`config.mk`:
```
export PLATFORM = sky130hd
export DESIGN_NAME = sprite_rom_arbiter
export DESIGN_NICKNAME = d
export VERILOG_FILES = /design/src/rtl/sprite_rom_arbiter_pkg.sv /design/src/rtl/sprite_rom_arbiter_rr_pick.sv /design/src/rtl/sprite_rom_arbiter.sv
export SDC_FILE = /design/constraint.sdc
export NUM_CORES = 1
export LEC_CHECK = 0
export ABC_AREA = 1
export CAP_MARGIN = 20
export CORE_MARGIN = 4
export CORE_UTILIZATION = 42
export DETAILED_ROUTE_END_ITERATION = 8
export PLACE_DENSITY = 0.86
export REMOVE_ABC_BUFFERS = 1
export SKIP_CTS_REPAIR_TIMING = 1
export SYNTH_ARGS = -nofsm -noshare
export SYNTH_HDL_FRONTEND = slang
export SYNTH_HIERARCHICAL = 1
export SYNTH_SLANG_ARGS = --single-unit
```
`constraint.sdc`:
```
create_clock -name clk -period 4.2 [get_ports clk]
set_input_delay 0.63 -clock clk [delete_from_list [all_inputs] [get_ports clk]]
set_output_delay 0.63 -clock clk [all_outputs]
set_load 0.02 [all_outputs]
```
`src/rtl/sprite_rom_arbiter_pkg.sv`:
```
// Shared display package: default sizing for the sprite ROM arbiter,
// requester-index width helper and the arbiter run-phase type.
package sprite_rom_arbiter_pkg;

  localparam int unsigned N_REQ_DEF   = 4;   // number of requesters
  localparam int unsigned AW_DEF      = 14;  // sprite ROM address width
  localparam int unsigned DW_DEF      = 12;  // 12-bit RGB pixel
  localparam int unsigned ROM_LAT_DEF = 1;   // ROM read latency in clocks

  // Width of a requester index; never narrower than one bit.
  function automatic int unsigned idx_width(input int unsigned n);
    return (n > 1) ? unsigned'($clog2(n)) : 1;
  endfunction

  localparam int unsigned IDX_W = idx_width(N_REQ_DEF);

  // Arbitration is held off for the first cycle after reset releases.
  typedef enum logic {
    ARB_HALT = 1'b0,
    ARB_RUN  = 1'b1
  } arb_phase_e;

endpackage

```
`src/rtl/sprite_rom_arbiter_rr_pick.sv`:
```
// Combinational round-robin picker: scans the eligible mask starting one
// past the last granted index and returns the first hit as a one-hot.
module rr_pick #(
  parameter int unsigned N  = 4,
  parameter int unsigned IW = 2
) (
  input  logic [N-1:0]  eligible,
  input  logic [IW-1:0] last,
  output logic [N-1:0]  winner,
  output logic          valid
);

  // Priority by distance from last: offset 1 first, offset N (last itself) final.
  always_comb begin
    winner = '0;
    valid  = 1'b0;
    for (int unsigned off = 1; off <= N; off++) begin
      for (int unsigned i = 0; i < N; i++) begin
        if (!valid && eligible[i] && (i == ((32'(last) + off) % N))) begin
          winner[i] = 1'b1;
          valid     = 1'b1;
        end
      end
    end
  end

endmodule

```
`src/rtl/sprite_rom_arbiter.sv`:
```
// Sprite ROM arbiter: round-robin shares one synchronous sprite ROM among
// N_REQ requesters and steers each read result back to its requester.
module sprite_rom_arbiter
  import sprite_rom_arbiter_pkg::*;
#(
  parameter int unsigned N_REQ   = N_REQ_DEF,
  parameter int unsigned AW      = AW_DEF,
  parameter int unsigned DW      = DW_DEF,
  parameter int unsigned ROM_LAT = ROM_LAT_DEF
) (
  input  logic                clk,
  input  logic                reset,
  input  logic                arb_en,
  input  logic [N_REQ-1:0]    req,
  input  logic [N_REQ*AW-1:0] req_addr,
  output logic [N_REQ-1:0]    grant,
  output logic [AW-1:0]       rom_addr,
  input  logic [DW-1:0]       rom_data,
  output logic [N_REQ-1:0]    rd_valid,
  output logic [DW-1:0]       rd_data,
  output logic                busy
);

  localparam int unsigned IW = idx_width(N_REQ);

  arb_phase_e       phase;
  logic [IW-1:0]    last_idx;
  logic [N_REQ-1:0] eligible;
  logic [N_REQ-1:0] winner;
  logic             win_valid;
  logic [IW-1:0]    win_idx;
  logic [AW-1:0]    win_addr;
  logic             pipe_any;

  // One-hot requester tags, one stage per ROM latency clock.
  logic [N_REQ-1:0] tag_pipe [ROM_LAT];

  // A requester whose grant is showing this cycle is not eligible again.
  always_comb begin
    eligible = '0;
    if (phase == ARB_RUN && arb_en) begin
      eligible = req & ~grant;
    end
  end

  rr_pick #(
    .N  (N_REQ),
    .IW (IW)
  ) u_rr_pick (
    .eligible (eligible),
    .last     (last_idx),
    .winner   (winner),
    .valid    (win_valid)
  );

  // Winner index and its address from the one-hot pick.
  always_comb begin
    win_idx  = '0;
    win_addr = '0;
    for (int unsigned i = 0; i < N_REQ; i++) begin
      if (winner[i]) begin
        win_idx  = IW'(i);
        win_addr = req_addr[i*AW +: AW];
      end
    end
  end

  // Arbitration state: registered grant pulse, ROM address and last winner.
  always_ff @(posedge clk) begin
    if (!reset) begin
      phase    <= ARB_HALT;
      grant    <= '0;
      rom_addr <= '0;
      last_idx <= IW'(N_REQ - 1);
    end else begin
      phase <= ARB_RUN;
      grant <= winner;
      if (win_valid) begin
        rom_addr <= win_addr;
        last_idx <= win_idx;
      end
    end
  end

  // Tag shift register: a grant re-emerges as rd_valid ROM_LAT clocks later.
  always_ff @(posedge clk) begin
    if (!reset) begin
      for (int unsigned k = 0; k < ROM_LAT; k++) begin
        tag_pipe[k] <= '0;
      end
    end else begin
      tag_pipe[0] <= grant;
      for (int unsigned k = 1; k < ROM_LAT; k++) begin
        tag_pipe[k] <= tag_pipe[k-1];
      end
    end
  end

  // Busy whenever a grant is showing or any tag is still travelling.
  always_comb begin
    pipe_any = 1'b0;
    for (int unsigned k = 0; k < ROM_LAT; k++) begin
      pipe_any = pipe_any | (|tag_pipe[k]);
    end
    busy = (|grant) | pipe_any;
  end

  assign rd_valid = tag_pipe[ROM_LAT-1];
  assign rd_data  = (|rd_valid) ? rom_data : '0;

endmodule

```
==> metrics.txt, run 1 <==
largest family of logic cells by synthesized area simple AND/OR/NAND/NOR gates; count of input and output buffers 109; outcome complete, no violations; fraction of synthesized cell area in xor and xnor cells 0%; share of synthesized cell area in and, or, nand and nor gates a little over two fifths; Syn-to-layout area delta 54.1%; maximum number of pins on one net before global-route repair 26; global-route wire length before repair 9670 um; Syn Std Cell Area 2010 sq um; Max Transition Viols Final 0; number of DRC markers in iteration 0 162; sort of element at the start of the critical path primary input; share of cells above drive strength 1 between 10% and 20%; number of antenna cells inserted 0; worst hold path type reg2reg; final hold viol count 0; adder and majority gate portion of the synthesized area 0%; Post-Synthesis Cells 306; effective utilization at floorplan between 40% and 50%; max-cap check violation count 0; Yosys Warn Count 6; area of the die 5970 sq um; number of endpoints failing setup at the final stage 0; CTS max path bufs 2; top achievable clock speed 297 MHz; number of CTS-inserted buffers 3; detailed-route wire length 6020 um; minimum clock period after layout 3.37 ns; switching component of the power 472 uW; DR vias/cell 5.00; type of destination of the critical path flop; mux share of post-synthesis cell area 0%; Clk Latency, worst-skew pair 0.27 ns; data arrival time of the critical path roughly 3.6 ns; combinational cell fraction of total power between 50% and 60%; sum of overflow across all layers after global routing 0; Buf+Inv Stages, Crit Path 3; post-route setup TNS 0 ns; leakage power summed over all cells 0.00139 uW; count of clock tree sinks 25; wire length per cell 13.0 um; CTS tree yes; part of the total power dissipated in the clock network 13.6%; Seq/Total Area, Yosys 24.8%; Worst EP required 4.41 ns; start-to-end type of the worst setup path in2reg; count of H-tree levels built during CTS 1; maximum resistive drop on vdd approximately 190 uV; nets@finish 487; highest-delay cell along the critical path sky130_fd_sc_hd__nand4_1; fraction of power spent switching nets 42.9%; overall die width 77.3 um; All-Layer GR Usage 19.3%; average footprint of a synthesized cell 6.58 sq um; unique cell type count in the Yosys netlist 33; DP HPWL 4730 um; standard-cell row count 24; proportion of power drawn by flip-flops and latches 28.7%; largest driver fanout on the critical path 13; initial antenna violation count 0; skew final 0.00488 ns; floorplan core area 4500 sq um; via count of the first global-routing pass 2,185; power density of the placed cells 354 nW/um^2; internal portion of total power approximately 630 uW; final standard cell utilization of the core 68.9%; remaining number of nets flagged by the antenna check after routing 0; Top Ports 110; Worst Max-Slew Pin Slew 0.796 ns; Residual DRC 0; height of the die 77.3 um; Crit path max-delay family simple AND/OR/NAND/NOR gates; Rel. slew slack 46.7%; clock input transition at the sequential cells of the worst setup and hold paths 0.10 ns; Critical Path, Cell by Cell clkdlybuf4s50_1 > nand2_1 > nor3b_1 > inv_1 > nor2_2 > nor3_2 > nand4_2 > nor2_4 > nand4_4 > nor2_4 > nand2_1 > nand4_1 > buf_4 > nor2_1 > a21oi_2 > a21oi_2; delay contributed by the slowest stage of the critical path between 0.4 and 0.5 ns; root cell of the clock tree sky130_fd_sc_hd__clkbuf_8; unrepaired setup endpoints after global routing false; weighted congestion at the end of routability-driven global placement 1.01; Initial DRT Pass Iterations 4; total via count after detailed routing ~2,300; share of the synthesized area in compound gates (AO/OA/AOI/OAI) 16.3%; period utilization 80.2%; FF+latch count, synth 25
## routing by layer
metal  global-route usage, %  wire, um  vias up  part of all wire, %
li1                        -         -     1180                    -
met3                    5.27       642        8                   11
met2                    33.7      2880      135                   48
met1                    22.7      2410      994                   40
met4                    6.23        82        0                  1.4
met5                       0         0        -                    0
## power groups by stage
stage               combinational (uW)  clock [uW]  sequential [uW]
detailed placement                 634           0              321
CTS                                638         152              316
finish                             635         150              315
floorplan                          320           0              365
global route                       692         162              321
global placement                   624           0              320
## kinds of logic (layout without fill, tap and decap cells)
family,count (synthesis),after routing
AO/OA/AOI/OAI,50,50
AND/OR/NAND/NOR,180,180
buffers and inverters,51,156
flip-flops,25,25
## registers in the layout (all words and copies together) (netlist names)
register / cells
grant: 4
last_idx: 2
phase: 1
rom_addr: 14
tag_pipe: 4
## tightest hold or removal path, stage by stage, from the launching register on
cell	delay (ns)
sky130_fd_sc_hd__dfxtp_1	0.34
sky130_fd_sc_hd__nand2_1	0.06
sky130_fd_sc_hd__inv_1	0.03
## synth_stat cells
library cell / n / area (sq um)
sky130_fd_sc_hd__buf_12: 2 / 40.0
sky130_fd_sc_hd__nor4_4: 1 / 21.3
sky130_fd_sc_hd__o21bai_1: 1 / 7.51
sky130_fd_sc_hd__dfxtp_1: 25 / 500
sky130_fd_sc_hd__nor2_8: 1 / 20.0
sky130_fd_sc_hd__nand2_1: 108 / 405
sky130_fd_sc_hd__o211ai_1: 2 / 15.0
sky130_fd_sc_hd__o22ai_1: 1 / 6.26
sky130_fd_sc_hd__clkbuf_1: 2 / 7.51
sky130_fd_sc_hd__buf_6: 4 / 45.0
sky130_fd_sc_hd__nor3b_1: 4 / 30.0
sky130_fd_sc_hd__a21boi_1: 1 / 7.51
sky130_fd_sc_hd__nor2_1: 31 / 116
sky130_fd_sc_hd__nand4_2: 1 / 12.5
sky130_fd_sc_hd__inv_1: 30 / 113
sky130_fd_sc_hd__inv_2: 3 / 11.3
sky130_fd_sc_hd__nand4_1: 4 / 25.0
sky130_fd_sc_hd__nor3_2: 1 / 10.0
sky130_fd_sc_hd__nor3_1: 1 / 5.00
sky130_fd_sc_hd__nand3_2: 10 / 100
sky130_fd_sc_hd__nor2_2: 1 / 6.26
sky130_fd_sc_hd__o21ai_0: 16 / 80.1
sky130_fd_sc_hd__nor4_1: 1 / 6.26
sky130_fd_sc_hd__nor2_4: 2 / 22.5
sky130_fd_sc_hd__buf_4: 3 / 22.5
sky130_fd_sc_hd__a21oi_1: 11 / 55.1
sky130_fd_sc_hd__nand3_1: 13 / 65.1
sky130_fd_sc_hd__buf_8: 2 / 30.0
sky130_fd_sc_hd__clkbuf_8: 2 / 27.5
sky130_fd_sc_hd__buf_2: 2 / 10.0
sky130_fd_sc_hd__inv_8: 1 / 11.3
sky130_fd_sc_hd__a21oi_2: 18 / 158
sky130_fd_sc_hd__nand4_4: 1 / 21.3
## layout make-up
| type | count | area (sq um) |
|---|---|---|
| Timing Repair Buffer | 118 | 1160 |
| Clock buffer | 3 | 41.3 |
| Inverter | 34 | 135 |
| Tap cell | 52 | 65.1 |
| Clock inverter | 1 | 7.51 |
| Sequential cell | 25 | 500 |
| Multi-Input combinational cell | 230 | 1200 |
| Fill cell | 389 | 1400 |
## per-stage QoR
stage          cells  worst slack, ns  cell area (sq um)  power, uW  hold WS (ns)
2_1_floorplan    289            0.924               1830        685         0.526
3_3_place_gp     459            0.695               3060        944         0.461
3_5_place_dp     459            0.643               3060        955         0.461
4_1_cts          463            0.879               3100       1110         0.475
5_1_grt          463            0.563               3100       1180         0.488
6_report         463            0.833               3100       1100         0.471
## layout by cell type, fill, tap and decap left out
master | Yosys | layout
sky130_fd_sc_hd__nand3_2 | 10 | 10
sky130_fd_sc_hd__clkbuf_8 | 2 | 3
sky130_fd_sc_hd__nor2_1 | 31 | 31
sky130_fd_sc_hd__nor3_2 | 1 | 1
sky130_fd_sc_hd__nor2_8 | 1 | 1
sky130_fd_sc_hd__nand2_1 | 108 | 108
sky130_fd_sc_hd__buf_4 | 3 | 9
sky130_fd_sc_hd__nand4_1 | 4 | 4
sky130_fd_sc_hd__nor4_4 | 1 | 1
sky130_fd_sc_hd__a21oi_2 | 18 | 18
sky130_fd_sc_hd__nand4_4 | 1 | 1
sky130_fd_sc_hd__clkinvlp_4 | 0 | 1
sky130_fd_sc_hd__nand3_1 | 13 | 13
sky130_fd_sc_hd__clkdlybuf4s50_1 | 0 | 109
sky130_fd_sc_hd__a21boi_1 | 1 | 1
sky130_fd_sc_hd__nor3b_1 | 4 | 4
sky130_fd_sc_hd__nor4_1 | 1 | 1
sky130_fd_sc_hd__inv_8 | 1 | 1
sky130_fd_sc_hd__inv_2 | 3 | 3
sky130_fd_sc_hd__o211ai_1 | 2 | 2
sky130_fd_sc_hd__o22ai_1 | 1 | 1
sky130_fd_sc_hd__o21ai_0 | 16 | 16
sky130_fd_sc_hd__a21oi_1 | 11 | 11
sky130_fd_sc_hd__nand4_2 | 1 | 1
sky130_fd_sc_hd__dfxtp_1 | 25 | 25
sky130_fd_sc_hd__nor3_1 | 1 | 1
sky130_fd_sc_hd__nor2_2 | 1 | 1
sky130_fd_sc_hd__nor2_4 | 2 | 2
sky130_fd_sc_hd__inv_1 | 30 | 30
sky130_fd_sc_hd__o21bai_1 | 1 | 1
## path summary, 6_finish.rpt
path             from        endpoint  slack [ns]  depth (start not counted)
max reg2reg     phase     rom_addr[2]        1.32                         17
min reg2reg  grant[1]  tag_pipe[0][1]        0.47                          2
min          grant[1]  tag_pipe[0][1]        0.47                          2
max            arb_en     rom_addr[8]        0.83                         16
Note: power is estimated with default switching activity, not from simulation.
==> run 2: changes to the inputs <==
CORE_UTILIZATION = 39   (was 42)
PLACE_DENSITY = 0.81   (was 0.86)
clock period = 3.2 ns   (was 4.2 ns; I/O delays follow)
==> run 2 against run 1 <==
Effect of this change: global-route usage rose by 0.42 points; register-to-register slack got worse by 0.58 ns; clock power grew 33%; worst hold slack better by 0.0025 ns; sequential share of layout area shrank 0.37 points; critical endpoint is now rom_addr[2]; highest routed layer unchanged; power grew 34%; sequential cell count unchanged; sequential power is 32% higher; via count rose by 1.4%; critical path depth did not move; cell area is 2.4% higher; core utilization down 3.4 points.
==> metrics.txt, run 2 (synthesized netlist as in run 1, its figures left out) <==
Initial DRT Pass Iterations 4; weighted congestion at the end of routability-driven global placement around 0.95; flip-flop count of the largest register after layout 14; switching component of the power 625 uW; proportion of power drawn by flip-flops and latches 28.3%; leading registers by flop count rom_addr x14, grant x4, tag_pipe x4; Buf+Inv Stages, Crit Path 3; start-to-end type of the worst setup path in2reg; Syn-to-layout area delta 57.8%; total via count after detailed routing roughly 2,400; count of clock tree sinks 25; sort of element at the start of the critical path primary input; Residual DRC 0; root cell of the clock tree sky130_fd_sc_hd__clkbuf_8; number of antenna cells inserted 0; DP HPWL around 4800 um; initial antenna violation count 0; All-Layer GR Usage 19.7%; remaining number of nets flagged by the antenna check after routing 0; max-cap check violation count 0; wire length per cell approximately 13 um; depth of the most critical reg-to-reg path 14; area used by multi-input combinational logic 1200 sq um; minimum clock period after layout roughly 2.8 ns; power density of the placed cells 462 nW/um^2; via count of the first global-routing pass 2,367; number of CTS-inserted buffers 3; Worst EP required between 3 and 4 ns; CTS max path bufs 2; # fillers approximately 440; height of the die between 70 and 80 um; number of DRC markers in iteration 0 149; maximum resistive drop on vdd approximately 230 uV; worst hold path type reg2reg; Top Ports 110; period utilization 87.3%; type of destination of the critical path flop; data arrival time of the critical path 3.01 ns; count of input and output buffers between 100 and 150; standard-cell row count 25; clock input transition at the sequential cells of the worst setup and hold paths 0.10 ns; top achievable clock speed roughly 360 MHz; outcome complete, no violations; Crit path max-delay family simple AND/OR/NAND/NOR gates; commonest non-fill, non-tap cell in the layout sky130_fd_sc_hd__clkdlybuf4s50_1; leakage power summed over all cells 0.00142 uW; global-route wire length before repair 10,100 um; CTS tree yes; unrepaired setup endpoints after global routing false; final standard cell utilization of the core 65.5%; Sequential Area 500 sq um; floorplan core area 4850 sq um; worst hold path cell count 2; sum of overflow across all layers after global routing 0; internal portion of total power 845 uW; part of the total power dissipated in the clock network roughly 14%; number of endpoints failing setup at the final stage 0; final hold viol count 0; maximum number of pins on one net before global-route repair 30; most used cells in the layout excluding fill and tap cells sky130_fd_sc_hd__clkdlybuf4s50_1, sky130_fd_sc_hd__nand2_1, sky130_fd_sc_hd__nor2_1; nets@finish 491; fraction of power spent switching nets 42.5%; largest driver fanout on the critical path 15; DR vias/cell about 4.9; area of the die 6380 sq um; delay contributed by the slowest stage of the critical path 0.46 ns; effective utilization at floorplan between 40% and 50%; Reg-to-Reg End last_idx[0]; Reg2Reg Setup Slack 0.74 ns; share of cells above drive strength 1 13.7%; highest-delay cell along the critical path sky130_fd_sc_hd__clkdlybuf4s50_1; start point of the worst hold path grant[3]; detailed-route wire length 6200 um; Worst Max-Slew Pin Slew just over 0.9 ns; Critical Path, Cell by Cell clkdlybuf4s50_1 > nand2_1 > nor3b_1 > inv_1 > nor2_2 > nor3_2 > nand4_2 > nor2_4 > nand4_4 > nor2_4 > nand3_1 > nand3_1 > buf_12 > nor2_8 > a21oi_1 > a21oi_1; Reg with most FFs rom_addr; skew final ~0.0026 ns; Max Transition Viols Final 0; overall die width 79.9 um; Rel. slew slack 39.2%; combinational cell fraction of total power 58.1%; post-route setup TNS 0 ns; start of the worst register-to-register path last_idx[1]; Worst Hold Path EP tag_pipe[0][3]; Clk Latency, worst-skew pair about 0.27 ns; count of H-tree levels built during CTS 1
==> run 2: cell types whose count changed in the layout (fill, tap and decap cells not counted) <==
| cell | before | now |
|---|---|---|
| sky130_fd_sc_hd__buf_12 | 0 | 2 |
| sky130_fd_sc_hd__buf_4 | 9 | 11 |
==> run 2: power by group through the flow <==
stage                     combinational, uW  sequential (uW)  clock [uW]
after floorplan                         419              480           0
after global placement                  841              421           0
after detailed placement                853              422           0
after CTS                               856              417         209
after global routing                    936              426         220
final                                   853              416         200
==> run 2: how the worst max path moves through the flow <==
stage | endpoint | slack (ns) | from | cells after the start
floorplan | rom_addr[2] | 0.07 | arb_en | 15
finish | rom_addr[2] | 0.41 | arb_en | 16
CTS | rom_addr[3] | 0.42 | arb_en | 16
global placement | rom_addr[2] | 0.20 | arb_en | 16
detailed placement | rom_addr[5] | 0.15 | arb_en | 16
global route | rom_addr[5] | 0.17 | arb_en | 16
==> run 2: tightest hold or removal path: stages (launching register included) <==
cell and delay, ns:
sky130_fd_sc_hd__dfxtp_1 0.35, sky130_fd_sc_hd__nand2_1 0.06, sky130_fd_sc_hd__inv_1 0.03
==> run 2: metal layers <==
layer | vias to the layer above | wire, um | GRT usage (%)
met5 | - | 0 | 0
li1 | 1187 | - | -
met3 | 15 | 775 | 6.43
met2 | 128 | 2820 | 34.1
met4 | 0 | 119 | 8.11
met1 | 1020 | 2480 | 22.1
==> run 2: metrics by stage <==
step	instance area (sq um)	instances	total power, uW	setup slack, ns	hold WS, ns
5_1_grt	3180	482	1580	0.167	0.496
3_5_place_dp	3130	478	1270	0.147	0.467
4_1_cts	3180	482	1480	0.419	0.483
6_report	3180	482	1470	0.406	0.473
2_1_floorplan	1830	289	899	0.0737	0.508
3_3_place_gp	3130	478	1260	0.200	0.452
==> run 2: final cells by class <==
class | count | share of cell area, %
flip-flops and latches | 25 | 15.7
well taps | 67 | 2.64
clock inverters | 1 | 0.236
inverters | 34 | 4.25
multi-input cells | 230 | 37.6
repair buffers | 122 | 38.2
clock buffers | 3 | 1.30
==> run 3: changes to the inputs <==
CORE_MARGIN = 3   (was 4)
==> run 3 against run 2 <==
Effect of this change: final cell count down 0.83%; cell area is 0.94% lower; clock skew up 0.0031 ns; largest cell class is now multi-input combinational cells; largest power group unchanged.
==> metrics.txt, run 3 (synthesized netlist as in run 1, its figures left out) <==
period utilization 88.0%; leakage power summed over all cells 0.00140 uW; height of the die around 80 um; clock input transition at the sequential cells of the worst setup and hold paths 0.10 ns; switching component of the power ~630 uW; most used cells in the layout excluding fill and tap cells sky130_fd_sc_hd__clkdlybuf4s50_1, sky130_fd_sc_hd__nand2_1, sky130_fd_sc_hd__nor2_1; start point of the critical path arb_en; skew final between 0.005 and 0.006 ns; DR vias/cell 4.98; initial antenna violation count 0; part of the total power dissipated in the clock network around 14%; All-Layer GR Usage 19.7%; maximum number of pins on one net before global-route repair 31; Worst Max-Slew Pin Slew 0.824 ns; worst-case hold slack 0.465 ns; start of the worst register-to-register path last_idx[1]; CTS max path bufs 2; number of CTS-inserted buffers 3; number of DRC markers in iteration 0 126; commonest non-fill, non-tap cell in the layout sky130_fd_sc_hd__clkdlybuf4s50_1; standard-cell row count 25; routed wire length on met2 2690 um; proportion of power drawn by flip-flops and latches 28.4%; Clk Latency, worst-skew pair 0.28 ns; detailed-route wire length 6050 um; number of antenna cells inserted 0; Initial DRT Pass Iterations 4; share of cells above drive strength 1 12.9%; power density of the placed cells 465 nW/um^2; max-cap check violation count 0; data arrival time of the critical path 3.03 ns; remaining number of nets flagged by the antenna check after routing 0; Reg2Reg Setup Slack 0.65 ns; sum of overflow across all layers after global routing 0; Top Ports 110; maximum resistive drop on vdd 237 uV; top achievable clock speed 355 MHz; flip-flop count of the largest register after layout 14; sort of element at the start of the critical path primary input; floorplan core area 4850 sq um; overall die width just under 80 um; routed length on met1 2380 um; Residual DRC 0; start point of the worst hold path grant[2]; top routing layer in use met4; largest driver fanout on the critical path 15; outcome complete, no violations; area of the die 6060 sq um; Worst Hold Path EP tag_pipe[0][2]; nets@finish just under 500; effective utilization at floorplan 41.5%; total via count after detailed routing ~2,400; number of endpoints failing setup at the final stage 0; count of input and output buffers 109; worst hold path cell count 2; depth of the most critical reg-to-reg path 14; fraction of power spent switching nets 42.9%; Worst EP required between 3 and 4 ns; CTS tree yes; via count of the first global-routing pass ~2,300; Reg-to-Reg End rom_addr[2]; Rel. slew slack between 40% and 50%; # fillers 429; type of destination of the critical path flop; minimum clock period after layout between 2 and 3 ns; root cell of the clock tree sky130_fd_sc_hd__clkbuf_8; Syn-to-layout area delta 56.3%; Reg with most FFs rom_addr; internal portion of total power around 840 uW; weighted congestion at the end of routability-driven global placement 0.987; final hold viol count 0; wire length per cell 12.7 um; combinational cell fraction of total power between 50% and 60%; worst hold path type reg2reg; Max Transition Viols Final 0; unrepaired setup endpoints after global routing false; global-route wire length before repair roughly 9900 um; met3 wirelength from detailed routing 871 um; leading registers by flop count rom_addr x14, grant x4, tag_pipe x4; count of clock tree sinks 25; start-to-end type of the worst setup path in2reg; final standard cell utilization of the core 64.9%; Sequential Area 500 sq um; area used by multi-input combinational logic 1200 sq um; count of H-tree levels built during CTS 1; post-route setup TNS 0 ns; DP HPWL between 4000 and 5000 um; power consumption roughly 1500 uW
-- run 3: changes by cell type in the layout (fill, tap and decap cells not counted) --
cell,change
sky130_fd_sc_hd__buf_4,-4
-- run 3: cell type report --
cell class	instances	share of cell area (%)
clock inverters	1	0.238
inverters	34	4.29
clock buffers	3	1.31
multi-input cells	230	38.0
well taps	67	2.66
repair buffers	118	37.6
flip-flops and latches	25	15.9
-- run 3: critical path, cell delays in order --
cell,delay [ns]
sky130_fd_sc_hd__clkdlybuf4s50_1,0.46
sky130_fd_sc_hd__nand2_1,0.09
sky130_fd_sc_hd__nor3b_1,0.36
sky130_fd_sc_hd__inv_1,0.14
sky130_fd_sc_hd__nor2_2,0.19
sky130_fd_sc_hd__nor3_2,0.10
sky130_fd_sc_hd__nand4_2,0.10
sky130_fd_sc_hd__nor2_4,0.06
sky130_fd_sc_hd__nand3_1,0.06
sky130_fd_sc_hd__o22ai_1,0.06
sky130_fd_sc_hd__nor2_1,0.10
sky130_fd_sc_hd__nand2_1,0.08
sky130_fd_sc_hd__buf_4,0.20
sky130_fd_sc_hd__nor2_8,0.26
sky130_fd_sc_hd__a21oi_1,0.12
sky130_fd_sc_hd__a21oi_1,0.15
-- run 3: how the worst max path moves through the flow --
stage	end	slack, ns	depth (start not counted)
after floorplan	rom_addr[2]	0.07	15
after global placement	rom_addr[3]	0.23	16
after detailed placement	rom_addr[5]	0.10	16
after CTS	rom_addr[5]	0.38	16
after global routing	rom_addr[4]	0.14	16
final	rom_addr[5]	0.38	16
-- run 3: power groups by stage --
stage / Sequential, uW / Combinational [uW] / Clock, uW
after floorplan: 480 / 419 / 0
after global placement: 423 / 831 / 0
after detailed placement: 422 / 843 / 0
after CTS: 416 / 846 / 205
after global routing: 424 / 924 / 218
final: 416 / 844 / 205
-- run 3: routing by layer --
| layer | vias to the layer above | track usage, % |
|---|---|---|
| li1 | 1187 | - |
| met1 | 1036 | 22.0 |
| met2 | 144 | 33.0 |
| met3 | 13 | 8.70 |
| met4 | 0 | 7.12 |
| met5 | - | 0 |
-- run 3: per-stage QoR --
step | setup slack [ns] | instance area, sq um | cells
after global placement | 0.232 | 3100 | 474
after detailed placement | 0.100 | 3100 | 474
after floorplan | 0.0737 | 1830 | 289
after global routing | 0.138 | 3150 | 478
final | 0.383 | 3150 | 478
after CTS | 0.377 | 3150 | 478
